## src/rtl/cqu_mips_pkg.sv

```systemverilog
// Shared types for the sram-like arbiter.
//   arb_state_t : arbiter FSM state (IDLE -> REQ -> RESP -> IDLE)
//   arb_owner_t : which channel owns the outstanding transaction
//   SIZE_*      : sram-like transfer size encodings
package cqu_mips_pkg;

   typedef enum logic [1:0] {ARB_IDLE, ARB_REQ, ARB_RESP} arb_state_t;
   typedef enum logic {OWN_INST, OWN_DATA} arb_owner_t;

   localparam logic [1:0] SIZE_BYTE = 2'd0;
   localparam logic [1:0] SIZE_HALF = 2'd1;
   localparam logic [1:0] SIZE_WORD = 2'd2;

endpackage

```

## src/rtl/sram_like_arbiter_if.sv

```systemverilog
// One sram-like channel.
//   master : drives req/wr/size/addr/wdata, receives rdata/addr_ok/data_ok
//   slave  : the opposite direction
interface sram_like_arbiter_if #(
   parameter int unsigned ADDR_W = 32,
   parameter int unsigned DATA_W = 32
) ();

   logic              req;
   logic              wr;
   logic [1:0]        size;
   logic [ADDR_W-1:0] addr;
   logic [DATA_W-1:0] wdata;
   logic [DATA_W-1:0] rdata;
   logic              addr_ok;
   logic              data_ok;

   modport master (
      output req, wr, size, addr, wdata,
      input  rdata, addr_ok, data_ok
   );

   modport slave (
      input  req, wr, size, addr, wdata,
      output rdata, addr_ok, data_ok
   );

endinterface

```

## src/rtl/sram_like_arbiter.sv

```systemverilog
// Shares one sram-like memory port between the inst and data channels.
// One transaction outstanding at a time; the response is routed back to
// the channel that issued it. Data wins ties unless inst has been passed
// over STARVE_LIMIT consecutive times while pending.
//   clk      : clock, rising edge
//   rst      : asynchronous active-high reset
//   inst_bus : inst channel (slave side)
//   data_bus : data channel (slave side)
//   mem_bus  : memory port (master side)
//   busy     : high whenever a transaction is in flight
module sram_like_arbiter
   import cqu_mips_pkg::*;
#(
   parameter int unsigned ADDR_W       = 32,
   parameter int unsigned DATA_W       = 32,
   parameter int unsigned STARVE_LIMIT = 4
) (
   input  logic                 clk,
   input  logic                 rst,
   sram_like_arbiter_if.slave   inst_bus,
   sram_like_arbiter_if.slave   data_bus,
   sram_like_arbiter_if.master  mem_bus,
   output logic                 busy
);

   localparam int unsigned CNT_W = $clog2(STARVE_LIMIT + 1);
   localparam logic [CNT_W-1:0] LIMIT_C = CNT_W'(STARVE_LIMIT);

   arb_state_t        r_state;
   arb_state_t        w_next_state;
   arb_owner_t        r_owner;
   logic [CNT_W-1:0]  r_starve_cnt;
   logic              r_wr;
   logic [1:0]        r_size;
   logic [ADDR_W-1:0] r_addr;
   logic [DATA_W-1:0] r_wdata;

   logic              w_any_req;
   logic              w_starved;
   arb_owner_t        w_winner;
   logic              w_grant;
   logic              w_resp_done;

   // Data wins unless inst is pending and has hit the starvation limit.
   function automatic arb_owner_t pick_winner(input logic inst_req,
                                              input logic data_req,
                                              input logic starved);
      return (data_req && !(inst_req && starved)) ? OWN_DATA : OWN_INST;
   endfunction

   assign w_any_req = inst_bus.req | data_bus.req;
   assign w_starved = (r_starve_cnt == LIMIT_C);
   assign w_winner  = pick_winner(inst_bus.req, data_bus.req, w_starved);
   assign w_grant   = (r_state == ARB_IDLE) && w_any_req;

   always_ff @(posedge clk or posedge rst) begin
      if (rst) begin
         r_state      <= ARB_IDLE;
         r_owner      <= OWN_INST;
         r_starve_cnt <= '0;
         r_wr         <= 1'b0;
         r_size       <= '0;
         r_addr       <= '0;
         r_wdata      <= '0;
      end else begin
         r_state <= w_next_state;
         if (w_grant) begin
            r_owner <= w_winner;
            if (w_winner == OWN_DATA) begin
               r_wr    <= data_bus.wr;
               r_size  <= data_bus.size;
               r_addr  <= data_bus.addr;
               r_wdata <= data_bus.wdata;
            end else begin
               r_wr    <= inst_bus.wr;
               r_size  <= inst_bus.size;
               r_addr  <= inst_bus.addr;
               r_wdata <= inst_bus.wdata;
            end
            // Count data grants that passed over a pending inst request.
            if (w_winner == OWN_DATA && inst_bus.req) begin
               if (!w_starved) r_starve_cnt <= r_starve_cnt + CNT_W'(1);
            end else begin
               r_starve_cnt <= '0;
            end
         end
      end
   end

   always_comb begin
      w_next_state     = r_state;
      inst_bus.addr_ok = 1'b0;
      data_bus.addr_ok = 1'b0;
      mem_bus.req      = 1'b0;
      w_resp_done      = 1'b0;
      case (r_state)
         ARB_IDLE: begin
            if (w_any_req) begin
               if (w_winner == OWN_DATA) data_bus.addr_ok = 1'b1;
               else                      inst_bus.addr_ok = 1'b1;
               w_next_state = ARB_REQ;
            end
         end
         ARB_REQ: begin
            mem_bus.req = 1'b1;
            if (mem_bus.addr_ok) begin
               // Accept and response in the same cycle completes directly.
               if (mem_bus.data_ok) begin
                  w_resp_done  = 1'b1;
                  w_next_state = ARB_IDLE;
               end else begin
                  w_next_state = ARB_RESP;
               end
            end
         end
         ARB_RESP: begin
            if (mem_bus.data_ok) begin
               w_resp_done  = 1'b1;
               w_next_state = ARB_IDLE;
            end
         end
         default: w_next_state = ARB_IDLE;
      endcase
      inst_bus.data_ok = w_resp_done && (r_owner == OWN_INST);
      data_bus.data_ok = w_resp_done && (r_owner == OWN_DATA);
   end

   assign mem_bus.wr    = r_wr;
   assign mem_bus.size  = r_size;
   assign mem_bus.addr  = r_addr;
   assign mem_bus.wdata = r_wdata;

   assign inst_bus.rdata = mem_bus.rdata;
   assign data_bus.rdata = mem_bus.rdata;

   assign busy = (r_state != ARB_IDLE);

endmodule
```

## src/flat_wrapper.sv

```systemverilog
// flat-port wrapper written by rule: the top's interface ports become plain ports
module sram_like_arbiter_flat import cqu_mips_pkg::*;
#(
   parameter int unsigned ADDR_W       = 32,
   parameter int unsigned DATA_W       = 32,
   parameter int unsigned STARVE_LIMIT = 4
)
  (clk, rst, busy, inst_bus_req, inst_bus_wr, inst_bus_size, inst_bus_addr, inst_bus_wdata, inst_bus_rdata, inst_bus_addr_ok, inst_bus_data_ok, data_bus_req, data_bus_wr, data_bus_size, data_bus_addr, data_bus_wdata, data_bus_rdata, data_bus_addr_ok, data_bus_data_ok, mem_bus_req, mem_bus_wr, mem_bus_size, mem_bus_addr, mem_bus_wdata, mem_bus_rdata, mem_bus_addr_ok, mem_bus_data_ok);
  sram_like_arbiter_if #(.ADDR_W(ADDR_W), .DATA_W(DATA_W)) inst_bus_i ();
  sram_like_arbiter_if #(.ADDR_W(ADDR_W), .DATA_W(DATA_W)) data_bus_i ();
  sram_like_arbiter_if #(.ADDR_W(ADDR_W), .DATA_W(DATA_W)) mem_bus_i ();
  input  logic clk;
  input  logic rst;
  output logic busy;
  input wire logic [$bits(inst_bus_i.req)-1:0] inst_bus_req;
  input wire logic [$bits(inst_bus_i.wr)-1:0] inst_bus_wr;
  input wire logic [$bits(inst_bus_i.size)-1:0] inst_bus_size;
  input wire logic [$bits(inst_bus_i.addr)-1:0] inst_bus_addr;
  input wire logic [$bits(inst_bus_i.wdata)-1:0] inst_bus_wdata;
  output wire logic [$bits(inst_bus_i.rdata)-1:0] inst_bus_rdata;
  output wire logic [$bits(inst_bus_i.addr_ok)-1:0] inst_bus_addr_ok;
  output wire logic [$bits(inst_bus_i.data_ok)-1:0] inst_bus_data_ok;
  input wire logic [$bits(data_bus_i.req)-1:0] data_bus_req;
  input wire logic [$bits(data_bus_i.wr)-1:0] data_bus_wr;
  input wire logic [$bits(data_bus_i.size)-1:0] data_bus_size;
  input wire logic [$bits(data_bus_i.addr)-1:0] data_bus_addr;
  input wire logic [$bits(data_bus_i.wdata)-1:0] data_bus_wdata;
  output wire logic [$bits(data_bus_i.rdata)-1:0] data_bus_rdata;
  output wire logic [$bits(data_bus_i.addr_ok)-1:0] data_bus_addr_ok;
  output wire logic [$bits(data_bus_i.data_ok)-1:0] data_bus_data_ok;
  output wire logic [$bits(mem_bus_i.req)-1:0] mem_bus_req;
  output wire logic [$bits(mem_bus_i.wr)-1:0] mem_bus_wr;
  output wire logic [$bits(mem_bus_i.size)-1:0] mem_bus_size;
  output wire logic [$bits(mem_bus_i.addr)-1:0] mem_bus_addr;
  output wire logic [$bits(mem_bus_i.wdata)-1:0] mem_bus_wdata;
  input wire logic [$bits(mem_bus_i.rdata)-1:0] mem_bus_rdata;
  input wire logic [$bits(mem_bus_i.addr_ok)-1:0] mem_bus_addr_ok;
  input wire logic [$bits(mem_bus_i.data_ok)-1:0] mem_bus_data_ok;
  assign inst_bus_i.req = inst_bus_req;
  assign inst_bus_i.wr = inst_bus_wr;
  assign inst_bus_i.size = inst_bus_size;
  assign inst_bus_i.addr = inst_bus_addr;
  assign inst_bus_i.wdata = inst_bus_wdata;
  assign inst_bus_rdata = inst_bus_i.rdata;
  assign inst_bus_addr_ok = inst_bus_i.addr_ok;
  assign inst_bus_data_ok = inst_bus_i.data_ok;
  assign data_bus_i.req = data_bus_req;
  assign data_bus_i.wr = data_bus_wr;
  assign data_bus_i.size = data_bus_size;
  assign data_bus_i.addr = data_bus_addr;
  assign data_bus_i.wdata = data_bus_wdata;
  assign data_bus_rdata = data_bus_i.rdata;
  assign data_bus_addr_ok = data_bus_i.addr_ok;
  assign data_bus_data_ok = data_bus_i.data_ok;
  assign mem_bus_req = mem_bus_i.req;
  assign mem_bus_wr = mem_bus_i.wr;
  assign mem_bus_size = mem_bus_i.size;
  assign mem_bus_addr = mem_bus_i.addr;
  assign mem_bus_wdata = mem_bus_i.wdata;
  assign mem_bus_i.rdata = mem_bus_rdata;
  assign mem_bus_i.addr_ok = mem_bus_addr_ok;
  assign mem_bus_i.data_ok = mem_bus_data_ok;
  sram_like_arbiter #(.ADDR_W(ADDR_W), .DATA_W(DATA_W), .STARVE_LIMIT(STARVE_LIMIT)) u_core (.clk(clk), .rst(rst), .inst_bus(inst_bus_i), .data_bus(data_bus_i), .mem_bus(mem_bus_i), .busy(busy));
endmodule
```

## config.mk

```make
export PLATFORM = sky130hd
export DESIGN_NAME = sram_like_arbiter_flat
export DESIGN_NICKNAME = d
export VERILOG_FILES = /design/src/rtl/cqu_mips_pkg.sv /design/src/rtl/sram_like_arbiter_if.sv /design/src/rtl/sram_like_arbiter.sv /design/src/flat_wrapper.sv
export SDC_FILE = /design/constraint.sdc
export NUM_CORES = 1
export LEC_CHECK = 0
export CAP_MARGIN = 20
export CELL_PAD_IN_SITES_DETAIL_PLACEMENT = 0
export CELL_PAD_IN_SITES_GLOBAL_PLACEMENT = 1
export CORE_MARGIN = 1
export CORE_UTILIZATION = 24
export DETAILED_ROUTE_END_ITERATION = 16
export HOLD_SLACK_MARGIN = 0.1
export PLACE_DENSITY_LB_ADDON = 0.1
export SLEW_MARGIN = 5
export SYNTH_ARGS = -nofsm -noshare
export SYNTH_HDL_FRONTEND = slang
export SYNTH_SLANG_ARGS = --single-unit
export TNS_END_PERCENT = 20
```

## constraint.sdc

```tcl
create_clock -name clk -period 3.56 [get_ports clk]
set_input_delay 1.068 -clock clk [delete_from_list [all_inputs] [get_ports clk]]
set_output_delay 1.068 -clock clk [all_outputs]
set_load 0.05 [all_outputs]
```

# Word-level counts from Yosys, hierarchy flattened
# Index checks and enable logic that the tools add are counted.
# op_classes
add_sub_neg	1
eq_ne	7
n_mux	22
n_bitwise	2
n_reduce_logical	11
# ops
operator	count
2-to-1 mux 32 bit	2
2-to-1 mux 1 bit	11
2-to-1 mux 2 bit	5
logical AND 1 bit	6
2-to-1 mux 3 bit	2
!= test 2 bit (second input constant)	3
case mux 2 bit (3 select lines)	1
adder 3 x 1 -> 3 bit (second input constant)	1
== test 3 bit (second input constant)	1
AND reduction 3 bit	1
== test 2 x 1 -> 1 bit (second input constant)	1
== test 2 bit (second input constant)	1
logical NOT 2 bit	1
!= test 2 x 1 -> 1 bit (second input constant)	1
case mux 1 bit (2 select lines)	1
AND reduction 2 bit	1
nonzero test 2 bit	1
logical NOT 1 bit	1
inverter 1 bit	1
OR 1 bit	1
# word_totals
ff_bits	73
input_bits	172
elab_cells	50

# Depth between registers and ports, before layout
# Gate-level depths: netlist (run 1).
# logic_depth
depth_word	8
ltp_mapped	9
depth_no_buf	5

# Least setup slack after synthesis (run 1)
# Ideal clock, no wire load.
# synth_path
path_type	input to output
start	input inst_bus_req
end	output inst_bus_addr_ok
t_arrival_ns	2.397
required_ns	2.492
slack_ns	0.095
path_stages	6
path_buffers	3
path_cell_list	buf_4 nand3_4 and2_1 buf_2 buf_2 nor2_1
# synth_via
elab_chain_cells	7
# synth_lines
element	line_no	source
from (decl)	flat_wrapper.sv:15	input wire logic [$bits(inst_bus_i.req)-1:0] inst_bus_req;
logical AND 1 bit	sram_like_arbiter.sv:48	return (data_req && !(inst_req && starved)) ? OWN_DATA : OWN_INST;
logical NOT 1 bit	sram_like_arbiter.sv:48	
logical AND 1 bit	sram_like_arbiter.sv:48	
2-to-1 mux 1 bit	sram_like_arbiter.sv:48	
2-to-1 mux 1 bit	sram_like_arbiter.sv:99	if (w_winner == OWN_DATA) data_bus.addr_ok = 1'b1;
2-to-1 mux 1 bit *	sram_like_arbiter.sv:98	if (w_any_req) begin
2-to-1 mux 1 bit *	sram_like_arbiter.sv:96	case (r_state)
to (decl)	flat_wrapper.sv:21	output wire logic [$bits(inst_bus_i.addr_ok)-1:0] inst_bus_addr_ok;
# Mark *: on every way between the ends. The rest lies on a longest branch, timed or not.

# Final worst setup path (run 1)
# Same ends and word-level chain as after synthesis.

==> summary.txt, run 1 <==
GRT
  – Gr ovfl total: 0
  – Vias in the first global route: 4294
  – Global-route usage over all layers: 17.0%
  – First-pass GRT wire length: 23800 um
  – Largest net degree at the start of global routing: 70
  – Initial antenna violation count: 0

CTS
  – PostCTS Resize Cnt: 0
  – CTS tree: done
  – Post-CTS setup buffer count: 0
  – CTS Sinks: 73
  – Cts hold-fix bufs: 0
  – Num CTS Buffers: 9
  – Clk pin slew, worst setup/hold paths: ~0.060 ns
  – Skew-Pair Late Insertion Delay: 0.34 ns
  – Root Buffer: clkbuf_16
  – Clk buf depth: 2
  – CTS H-Tree Depth: 3

Pwr
  – Switching Share: 49.4%
  – Internal cell power: approximately 3.3 mW
  – P_sw: 3.21 mW
  – Comb power frac: 60.8%
  – Maximum VDD drop: between 0.4 and 0.5 mV
  – Power, Total: 6.49 mW
  – Leakage Power: ~2.6 nW
  – Clock power frac: 16.6%
  – Power Density: 993 mW/mm^2
  – Part of the power in registers: 22.6%

Die
  – Die area: 0.0186 mm^2
  – Horiz. Die Dim: 136 um
  – Core area: 0.0175 mm^2
  – I/O Pins: 309
  – # rows: 48
  – Chip height: 136 um
  – Starting density of the core: 24.8%

Synthesis
  – Syn Inst Count: 491
  – Ys flop type: dfrtp_1
  – Mapped Nets: 668
  – Synth area leader: dfrtp_1
  – Ys Warns: 0
  – Count leader, synth: nand2_1
  – Mapped Area: 0.00434 mm^2
  – Area share of the largest cell type after synthesis: 42.1%
  – Syn avg cell area: 8.84 um^2
  – Sequential share of the synthesized area: 42.1%
  – Synth area leaders: dfrtp_1, nand2_1, buf_4, nand4_1, o211ai_1
  – Post-synthesis register bit count: 73
  – Async SR Flop Fraction: 100%
  – Synth top cells by count: nand2_1, dfrtp_1, buf_4, nand4_1, o211ai_1
  – Post-synth EDFFs: 0
  – Unique masters post-synth: 29

Timing
  – Slew HR: 37.3%
  – Fmax: 0.304 GHz
  – Max-slew violations: 0
  – RSZ-0062 raised after global routing: false
  – Setup TNS: 0 ns
  – Final min period: 3.29 ns
  – Setup violations, final: 0
  – Actual slew at the worst max-slew pin: 0.941 ns
  – Final count of hold timing violations: 0
  – Worst Skew: 0.00654 ns
  – Final critical-path share of the clock period: 92.5%

Hold path
  – HP Class: reg -> reg

Setup path
  – Crit path DAT: approximately 2.2 ns
  – Worst EP required: 2.49 ns
  – Crit path max fanout: 4
  – Worst setup SP type: input pin
  – Crit Path Class: in -> out
  – Crit end category: primary output

Final layout
  – Area Growth Syn to Fin: 50.6%
  – N_diodes: 0
  – Fraction of layout cells with a size suffix above 1: 9.37%
  – Nets: 791
  – FILL cells: 1745

Run
  – Max-cap violation count: 0

Placed design
  – Gpl congestion: 0.750
  – Dpl hpwl: 10100 um
  – Port bufs: 212

Routing
  – DRC errors left: 0
  – DRT antenna net count: 0
  – Routed vias: slightly above 4000
  – Final wirelength: approximately 16000 um
  – Avg WL per Cell: ~19 um
  – Iter 0 DRT Violations: 132
  – TritonRoute pass-1 iters: 4
  – Routed vias/inst: 4.91

Outcome
  – Status: finished, final reports clean
[through the flow]
step	area [um^2]	utilization, %	setup WS (ns)	hold slack, ns	instances
4_1_cts	6540	37.4	0.251	0.488	844
3_5_place_dp	6190	35.4	0.262	0.473	828
2_1_floorplan	4340	-	0.0951	0.465	491
5_1_grt	6540	37.4	0.142	0.518	844
3_3_place_gp	6190	35.4	0.271	0.469	828
6_report	6540	37.4	0.265	0.482	844
[sequential cells by signal, summed over array words and instances, names as in the netlist]
signal	cells
u_core.mem_bus.addr	32
u_core.mem_bus.size	2
u_core.mem_bus.wdata	32
u_core.mem_bus.wr	1
u_core.r_owner	1
u_core.r_starve_cnt	3
u_core.r_state	2
[metal layers]
metal / track usage [%] / vias up / part of all wire, % / wire (um)
met5: 0 / - / 0 / 0
met4: 7.84 / 0 / 2.7 / 428
met3: 4.40 / 39 / 8.6 / 1360
met2: 27.9 / 186 / 46 / 7310
met1: 20.7 / 2003 / 43 / 6800
li1: - / 1912 / - / -
[kinds of logic after synthesis]
family	share of synthesized area, %
and+or+nand+nor	23.6
muxes	0.231
DFF	42.1
buffers and inverters	17.0
AOI/OAI and AO/OA	15.7
adders and majority gates	1.44
[layout by cell type (no fill, tap or decap), drive strengths merged]
cell type        n
bufinv           3
a21o             1
nand3b           1
and2             1
o211ai          67
ha               5
clkbuf          11
clkdlybuf4s50  207
mux2i            1
and3             1
clkinv           2
a32o             1
a211o            1
nor3             3
a21oi            1
nand2          136
a31o             1
nand3            1
o21a             2
clkinvlp         1
nor2b            2
o22ai            1
inv              6
dfrtp           73
nor2             2
a31oi            1
o21ai            1
buf             16
nor3b            3
nand4           67
[power groups by stage]
stage | logic [mW] | clock network [mW] | registers [mW]
floorplan | 1.43 | 0 | 2.79
global placement | 3.98 | 0 | 1.47
detailed placement | 3.99 | 0 | 1.48
CTS | 4.00 | 1.12 | 1.47
global route | 4.19 | 1.15 | 1.52
finish | 3.95 | 1.08 | 1.47
[final timing paths]
path	slack, ns	endpoint	depth (start not counted)	start
max	0.27	inst_bus_addr_ok	5	inst_bus_req
min	0.48	u_core.mem_bus.addr[12]	2	u_core.mem_bus.addr[12]
min reg2reg	0.48	u_core.mem_bus.addr[12]	2	u_core.mem_bus.addr[12]
max in group asynchronous	1.72	u_core.mem_bus.addr[30]	3	rst
max reg2reg	1.01	u_core.r_starve_cnt[0]	7	u_core.r_state[1]
min in group asynchronous	1.15	u_core.mem_bus.addr[14]	2	rst
[critical path: stages]
cell             delay (ns)
clkdlybuf4s50_1        0.52
nand3_4                0.09
and2_4                 0.17
nor2_1                 0.20
buf_12                 0.17
[area by class of cell]
class | count | area, um^2 | share of cell area [%]
clock buffers | 11 | 243 | 3.71
clock inverters | 5 | 103 | 1.57
inverters | 7 | 27.5 | 0.421
multi-input cells | 300 | 1790 | 27.4
flip-flops and latches | 73 | 1830 | 27.9
well taps | 225 | 282 | 4.31
repair buffers | 223 | 2260 | 34.6
No activity file was read; power rests on OpenSTA's default activity.
==> inputs of run 2 (changes only) <==
- CORE_MARGIN: 1 -> 10
==> run 2 against run 1 <==
Global-route usage decreased by 2.6 points. Critical path depth unchanged. Via count fell by 0.60%. Largest power group unchanged. Sequential share of layout area up 0.22 points. Flip-flop and latch count unchanged. Core utilization decreased by 1.2 points. Maximum frequency shrank 0.27%. Critical path type unchanged. First-iteration DRC count up 33%. Count of clock-buffer cells in the layout rose by 3.
==> summary.txt, run 2 (synthesized netlist as in run 1, its figures left out) <==
Die
  – Chip height: 154 um (+13%)
  – Die area: 0.0239 mm^2 (+28%)
  – Starting density of the core: 24.2% (-0.59 points)
  – # rows: 49 (+2.1%)
  – Core area: 0.0179 mm^2 (+2.4%)
  – I/O Pins: 309 (unchanged)
  – Horiz. Die Dim: 154 um (+13%)

Timing
  – Max-slew violations: 0 (unchanged)
  – RSZ-0062 raised after global routing: false
  – Setup TNS: 0 ns (unchanged)
  – Fmax: 0.303 GHz (-0.27%)
  – Final min period: 3.30 ns (+0.00897 ns)
  – Final count of hold timing violations: 0 (unchanged)
  – Worst Skew: 0.00614 ns (-0.000406 ns)
  – Slew HR: 35.3% (-1.9 points)
  – Actual slew at the worst max-slew pin: 0.970 ns (+0.0292 ns)
  – Final setup margin: 0.256 ns (-0.00897 ns)
  – Setup violations, final: 0 (unchanged)
  – Final critical-path share of the clock period: 92.8% (+0.25 points)

Pwr
  – Power Density: 990 mW/mm^2 (-0.33%)
  – Maximum VDD drop: 0.403 mV (-12%)
  – Power, Total: 6.42 mW (-1.1%)
  – Leakage Power: 2.57 nW (-0.87%)

Setup path
  – Crit Path Class: in -> out
  – Crit path DAT: 2.24 ns (about the same)
  – Crit path max fanout: 3 (-1)
  – Crit end category: primary output
  – Reg-to-reg slack, setup: 0.90 ns (-0.11 ns)
  – Worst setup SP type: input pin
  – Worst EP required: 2.49 ns (about the same)

Placed design
  – Port bufs: 212 (unchanged)
  – Gpl congestion: 0.724 (-3.5%)
  – Pre-CTS WS: 0.243 ns (-0.0189 ns)
  – Post-Place Cells: 831 (+0.36%)
  – Dpl hpwl: 11800 um (+17%)

Hold path
  – HP Class: reg -> reg

Routing
  – Routed vias/inst: 4.86 (-0.96%)
  – DRT antenna net count: 0 (unchanged)
  – Iter 0 DRT Violations: 175 (+33%)
  – Avg WL per Cell: 20.9 um (+11%)
  – TritonRoute pass-1 iters: 6 (+2)
  – Routed vias: 4115 (-0.60%)
  – Final wirelength: 17700 um (+11%)
  – DRC errors left: 0 (unchanged)

Final layout
  – Most frequent cells in the layout: clkdlybuf4s50_1, nand2_1, dfrtp_1
  – Fraction of layout cells with a size suffix above 1: 8.90% (-0.47 points)
  – Area Growth Syn to Fin: 49.5%
  – Nets: 790 (-0.13%)
  – Layout Cells excl Fill: 847 (+0.36%)
  – Fin util: 36.2% (-1.2 points)
  – N_diodes: 0 (unchanged)
  – Commonest non-fill, non-tap cell in the layout: clkdlybuf4s50_1

CTS
  – CTS Sinks: 73 (unchanged)
  – PostCTS Resize Cnt: 0 (unchanged)
  – CTS H-Tree Depth: 3 (unchanged)
  – Post-CTS setup buffer count: 0 (unchanged)
  – Num CTS Buffers: 9 (unchanged)
  – Clk pin slew, worst setup/hold paths: 0.06 ns (about the same)
  – CTS tree: done
  – Root Buffer: clkbuf_16
  – Skew-Pair Late Insertion Delay: 0.34 ns (about the same)
  – Cts hold-fix bufs: 0 (unchanged)
  – Clk buf depth: 2 (unchanged)

GRT
  – Initial antenna violation count: 0 (unchanged)
  – Global-route usage over all layers: 14.4% (-2.6 points)
  – Gr ovfl total: 0 (unchanged)
  – Vias in the first global route: 4403 (+2.5%)
  – Largest net degree at the start of global routing: 70 (unchanged)
  – First-pass GRT wire length: 27400 um (+15%)

Run
  – Max-cap violation count: 0 (unchanged)

Outcome
  – Status: finished, final reports clean
## run 2: cell types whose count changed in the layout (fill, tap and decap cells not counted)
cell,delta
buf_12,-2
clkbuf_1,+2
and2_2,+1
and2_4,-1
buf_4,+1
bufinv_16,-1
clkbuf_8,+1
clkinv_2,-1
clkinvlp_4,-1
## run 2: metrics by stage
step,instance area [um^2],hold slack [ns]
3_5_place_dp,6160,0.474
4_1_cts,6490,0.491
5_1_grt,6490,0.509
3_3_place_gp,6160,0.468
6_report,6490,0.490
2_1_floorplan,4340,0.465
## run 2: where the power goes
| part | switching [mW] | internal, mW |
|---|---|---|
| sequential | 0.225 | 1.25 |
| clock | 0.358 | 0.654 |
| combinational | 2.64 | 1.30 |
## run 2: layout make-up
type | instances | area (um^2)
Timing Repair Buffer | 222 | 2230
Clock buffer | 14 | 264
Inverter | 7 | 27.5
Multi-Input combinational cell | 300 | 1790
Tap cell | 229 | 287
Fill cell | 1810 | 11400
Clock inverter | 2 | 60.1
Sequential cell | 73 | 1830
## run 2: critical path: stages
cell and delay (ns):
clkdlybuf4s50_1 0.52, nand3_4 0.08, and2_2 0.20, nor2_1 0.19, buf_12 0.17
## run 2: metal layers
metal | global-route usage, % | vias to the layer above | wire length [um]
met5 | 0 | - | 0
met1 | 19.1 | 1987 | 8120
met2 | 20.8 | 194 | 7630
li1 | - | 1911 | -
met4 | 5.49 | 0 | 342
met3 | 5.05 | 23 | 1570
## run 2: path summary, 6_finish.rpt
path / from / end / depth (start not counted)
max: inst_bus_req / inst_bus_addr_ok / 5
min: u_core.mem_bus.addr[4] / u_core.mem_bus.addr[4] / 2
max reg2reg: u_core.r_state[0] / u_core.mem_bus.addr[8] / 8
min reg2reg: u_core.mem_bus.addr[4] / u_core.mem_bus.addr[4] / 2
max in group asynchronous: rst / u_core.r_starve_cnt[0] / 3
min in group asynchronous: rst / u_core.mem_bus.wdata[0] / 2
